$ cat config.mk
export PLATFORM = sky130hd
export DESIGN_NAME = rr_grant_scheduler
export DESIGN_NICKNAME = d
export VERILOG_FILES = /design/src/rtl/arb_pkg.sv /design/src/rtl/rr_pick.sv /design/src/rtl/rr_grant_scheduler.sv
export SDC_FILE = /design/constraint.sdc
export NUM_CORES = 1
export LEC_CHECK = 0
export ABC_AREA = 0
export BUFFER_PORTS_ARGS = -buffer_cell sky130_fd_sc_hd__buf_2
export CORE_AREA = 2 2 61 52
export DETAILED_ROUTE_END_ITERATION = 12
export DIE_AREA = 0 0 63 54
export GPL_ROUTABILITY_DRIVEN = 0
export MAX_ROUTING_LAYER = met4
export PLACE_DENSITY_LB_ADDON = 0.1
export SETUP_SLACK_MARGIN = 0.05
export SLEW_MARGIN = 10
export SYNTH_ARGS = -nofsm -noshare
export SYNTH_HDL_FRONTEND = slang
export SYNTH_SLANG_ARGS = --single-unit
$ cat constraint.sdc
create_clock -name clk -period 4.8 [get_ports clk]
set_clock_uncertainty 0.1 [all_clocks]
set_input_delay 0.24 -clock clk [delete_from_list [all_inputs] [get_ports clk]]
set_output_delay 0.24 -clock clk [all_outputs]
set_load 0.01 [all_outputs]
$ cat src/rtl/arb_pkg.sv
// arb_pkg: shared FSM state encoding and default requester count for the round-robin scheduler
package arb_pkg;
  typedef enum logic [1:0] {IDLE, GRANT, GAP} state_t;
  localparam int NREQ_DEF = 3;
endpackage

$ cat src/rtl/rr_pick.sv
// rr_pick: combinational rotating-priority pick of the first eligible index at or above ptr
import arb_pkg::*;
module rr_pick #(
  parameter int N = NREQ_DEF,
  localparam int W = $clog2(N)
) (
  input  logic [N-1:0] eligible,
  input  logic [W-1:0] ptr,
  output logic         valid,
  output logic [W-1:0] index
);
  assign valid = |eligible;
  // Scan from the farthest offset down so the closest eligible index wins last.
  always_comb begin
    index = '0;
    for (int k = N - 1; k >= 0; k--)
      if (eligible[(int'(ptr) + k) % N]) index = W'((int'(ptr) + k) % N);
  end
endmodule

$ cat src/rtl/rr_grant_scheduler.sv
// rr_grant_scheduler: round-robin grant FSM with bounded hold time, one-cycle gap and forced-release flag
import arb_pkg::*;
module rr_grant_scheduler #(
  parameter int NREQ     = NREQ_DEF,
  parameter int MAX_HOLD = 4,
  localparam int W = $clog2(NREQ)
) (
  input  logic            clk,
  input  logic            reset,
  input  logic [NREQ-1:0] req,
  input  logic [NREQ-1:0] en,
  output logic [NREQ-1:0] grant,
  output logic [W-1:0]    grant_id,
  output logic            busy,
  output logic            timeout
);
  state_t state, state_n;
  logic [NREQ-1:0] eligible, grant_n;
  logic [W-1:0] ptr, ptr_n, pick_idx, grant_id_n;
  logic [7:0] hcnt, hcnt_n;
  logic pick_valid, busy_n, timeout_n, held, expired;
  assign eligible = req & en;
  assign held = eligible[grant_id];
  assign expired = hcnt == 8'(MAX_HOLD);
  rr_pick #(.N(NREQ)) u_pick (
    .eligible(eligible),
    .ptr(ptr),
    .valid(pick_valid),
    .index(pick_idx)
  );
  always_ff @(posedge clk or posedge reset) begin
    if (reset) begin
      state <= IDLE;
      grant <= '0;
      grant_id <= '0;
      busy <= 1'b0;
      timeout <= 1'b0;
      ptr <= '0;
      hcnt <= '0;
    end else begin
      state <= state_n;
      grant <= grant_n;
      grant_id <= grant_id_n;
      busy <= busy_n;
      timeout <= timeout_n;
      ptr <= ptr_n;
      hcnt <= hcnt_n;
    end
  end
  always_comb
    state_n = state == GRANT ? ((!held || expired) ? GAP : GRANT) : (pick_valid ? GRANT : IDLE);
  // A release with the holder still eligible can only be the hold limit expiring.
  always_comb begin
    grant_n = '0;
    grant_id_n = '0;
    busy_n = 1'b0;
    timeout_n = 1'b0;
    hcnt_n = '0;
    ptr_n = ptr;
    if (state == GRANT && state_n == GRANT) begin
      grant_n = grant;
      grant_id_n = grant_id;
      busy_n = 1'b1;
      hcnt_n = hcnt + 8'd1;
    end else if (state == GRANT) begin
      ptr_n = grant_id == W'(NREQ - 1) ? '0 : grant_id + W'(1);
      timeout_n = held;
    end else if (state_n == GRANT) begin
      grant_n = NREQ'(1) << pick_idx;
      grant_id_n = pick_idx;
      busy_n = 1'b1;
      hcnt_n = 8'd1;
    end
  end
endmodule

==> results.md <==
- Result of the run: completed
- Number of buffers between clock root and the deepest sink: 2
- First-pass GRT wire length: between 3000 and 4000 um
- Endpoint kind of the worst setup timing path: flip-flop
- Reg2reg end: grant[0]$_DFFE_PP0N_
- Number of buffers added on ports: 14
- Synthesized instance count: around 110
- Cell area after layout: 0.001177 mm^2
- Area of the die: between 0.003 and 0.004 mm^2
- Kind of start point of the critical path: flip-flop
- Height of the die: 54 um
- Clk_lat worst skew: approximately 290 ps
- CP cell instances: inv_1 > ha_1 > nand2b_1 > o32a_1 > o22ai_1 > nand2_1 > a32o_1
- Antenna cells: 0
- DP Area: approximately 0.0011 mm^2
- Min Clock Period, post-route: roughly 2000 ps
- R2R depth: 7
- Number of failing hold endpoints at the final stage: 0
- Total number of yosys warnings: 0
- Number of placed I/O pins: 15
- Tcrit/Tclk final: 0.4112
- Remaining global-route overflow: 0
- Vias in the first global route: around 720
- TritonCTS buffer count: 3
- Max-slew headroom at the worst pin: 0.5385
- Synthesized area divided by synthesized cell count: roughly 9.7 um^2
- Top library cells by usage in the layout, fill and taps aside: dfrtp_1 (18), buf_2 (14), nor2_1 (11)
- Data arrival, critical path: approximately 2100 ps
- Critical-path maximum fanout: 4
- Synthesized cell area: just over 0.001 mm^2
- Most common cell after layout, fill and taps aside: dfrtp_1
- Starting density of the core: 0.3548
- Count of H-tree levels built during CTS: 1
- Post-cts repair resize count: 0
- Least-Margin Pin Slew: around 690 ps
- Post-Route WL: 1911 um
- Sequential area share after synthesis: 0.4439
- Final routed DRC violation total: 0
- Unrepaired setup endpoints after global routing: false
- Violation count after the first detailed-route iteration: 21
- Data required time of the critical path: between 4000 and 5000 ps
- CORE AREA: ~0.0029 mm^2
- Vias: between 700 and 800
- Standard cell with the maximum stage delay on the critical path: dfrtp_1
- DRT Pass-1 Iters: 4
- Total of max-cap violations: 0
- Relative area change from synthesis to final layout: 16.03%
- Post-route worst setup slack: 2826 ps
- Library cells used by synthesis: 32
- Number of nets with antenna violations after detailed routing: 0
- Detailed placement HPWL: roughly 1400 um
- TritonCTS clock tree: done
- Reg-to-reg slack, setup: 2830 ps
- FP Rows: 18
- Slowest cell delay on critical path: about 380 ps
- Hold Path End: grant[2]$_DFFE_PP0N_
- Class of the worst hold path: flip-flop to flip-flop
- Post-cts hold buffer count: 1
- Final nets: around 140
- Share of final-layout standard cells stronger than drive strength 1: 0.2033
- Width of the die: between 60 and 70 um
- Finish-stage setup viols: 0
- Clock sink count: 18
- Hold Crit Depth: 1
- Antenna violations before repair: 0
- Total negative slack: 0 ps
- Cell chosen for the clock root: clkbuf_4
- Largest net degree at the start of global routing: 19
- Flop and latch count out of synthesis: 18
- Synthesized netlist net count: approximately 120
- GRT Overall Usage: 0.1315
- WL/cell: roughly 12 um
- Postcts setup bufs: 0
- Clock Pin Slew Worst Setup and Hold Paths: 100 ps
- Total power divided by cell area: just under 400 mW/mm^2
- Critical register-to-register path startpoint: ptr[0]$_DFFE_PP0P_
- Critical path type: flip-flop to flip-flop
- P_leak: about 0.58 nW
- Origin of the worst min-delay path: grant[2]$_DFFE_PP0N_
- Count of final max-slew check failures: 0
- DR vias/cell: ~5
- Maximum achievable frequency: around 0.5 GHz
- Worst IR Drop VDD: ~0.16 mV
- Worst Setup Slack post-DPL: between 2000 and 3000 ps
[kinds of logic (layout without fill, tap and decap cells)]
family | count (synthesis) | after routing | share of synthesized area
flip-flops | 18 | 18 | 0.4439
XOR/XNOR | 6 | 6 | 0.05179
adder cells (fa/ha/maj) | 5 | 5 | 0.06165
multiplexers | 2 | 2 | 0.02096
buffers and inverters | 9 | 27 | 0.03329
AO/OA/AOI/OAI | 25 | 25 | 0.1862
AND/OR/NAND/NOR | 40 | 40 | 0.2022
[power breakdown]
| group | total (mW) | switching [mW] | internal (mW) |
|---|---|---|---|
| Clock | 0.0914 | 0.0453 | 0.0462 |
| Combinational | 0.172 | 0.0986 | 0.0734 |
| Sequential | 0.201 | 0.0220 | 0.179 |
| Total | 0.465 | 0.166 | 0.299 |
[synth_stat cells (all sizes together)]
| cell type | n | area share |
|---|---|---|
| a22o | 1 | 0.0086 |
| a2111oi | 1 | 0.015 |
| clkbuf | 1 | 0.0037 |
| a31oi | 1 | 0.0062 |
| a221oi | 1 | 0.015 |
| inv | 8 | 0.030 |
| a21oi | 3 | 0.015 |
| and3 | 3 | 0.018 |
| nand2b | 4 | 0.025 |
| nor4b | 1 | 0.015 |
| mux2 | 1 | 0.011 |
| a32o | 1 | 0.0099 |
| nand3 | 9 | 0.044 |
| nor2 | 11 | 0.041 |
| a21boi | 1 | 0.011 |
| xor2 | 5 | 0.043 |
| a31o | 1 | 0.0086 |
| ha | 5 | 0.062 |
| o22ai | 2 | 0.012 |
| nand2 | 7 | 0.026 |
| dfrtp | 18 | 0.44 |
| o21a | 1 | 0.0074 |
| and2 | 4 | 0.027 |
| nor2b | 1 | 0.0062 |
| a2bb2oi | 1 | 0.0086 |
| o21ai | 6 | 0.030 |
| mux2i | 1 | 0.0099 |
| o32a | 1 | 0.0099 |
| xnor2 | 1 | 0.0086 |
| a21o | 4 | 0.030 |
[layout make-up]
type	instances	area [um^2]
Inverter	8	30.03
Sequential cell	18	450.4
Timing Repair Buffer	15	80.08
Multi-Input combinational cell	78	530.5
Fill cell	306	1683
Tap cell	40	50.05
Clock buffer	4	36.28
[layer usage]
layer | GRT usage | vias up | share of wire
li1 | - | 407 | -
met1 | 0.1833 | 364 | 0.56
met2 | 0.1844 | 21 | 0.38
met3 | 0.03975 | 2 | 0.053
met4 | 0.03333 | 0 | 0.0052
met5 | - | - | 0
[worst max-delay path: cells and delay by family, from the launching register on]
kind | cells | cell delay, ps
AOI/OAI and AO/OA | 3 | 710
DFF | 1 | 380
buffers and inverters | 1 | 70
adders and majority gates | 1 | 340
and+or+nand+nor | 2 | 270
[flip-flops by register name (all words and copies together), names as in the netlist]
name,flops
grant_id,2
ptr,2
timeout,1
state,1
grant,3
hcnt,8
busy,1
[how the worst max path moves through the flow]
stage                     cells past startpoint          startpoint                   end  slack (ps)
after detailed placement                      7  ptr[0]$_DFFE_PP0P_  grant[0]$_DFFE_PP0N_        2830
final                                         7  ptr[0]$_DFFE_PP0P_  grant[0]$_DFFE_PP0N_        2830
after global placement                        7  ptr[1]$_DFFE_PP0P_  grant[0]$_DFFE_PP0N_        2850
after global routing                          7  ptr[1]$_DFFE_PP0P_  grant[0]$_DFFE_PP0N_        2670
after floorplan                               7  ptr[0]$_DFFE_PP0P_  grant[0]$_DFFE_PP0N_        2940
after CTS                                     7  ptr[0]$_DFFE_PP0P_  grant[0]$_DFFE_PP0N_        2820
[through the flow]
step,utilization,power [mW],std cells,hold slack (ps)
CTS,0.4116,0.4724,163,385.9
finish,0.4116,0.4648,163,394.2
floorplan,-,0.3297,105,78.57
global route,0.4116,0.5051,163,420.6
global placement,0.3955,0.3777,158,288.0
detailed placement,0.3955,0.3763,158,285.4
Power figures use the tool's default switching activity.
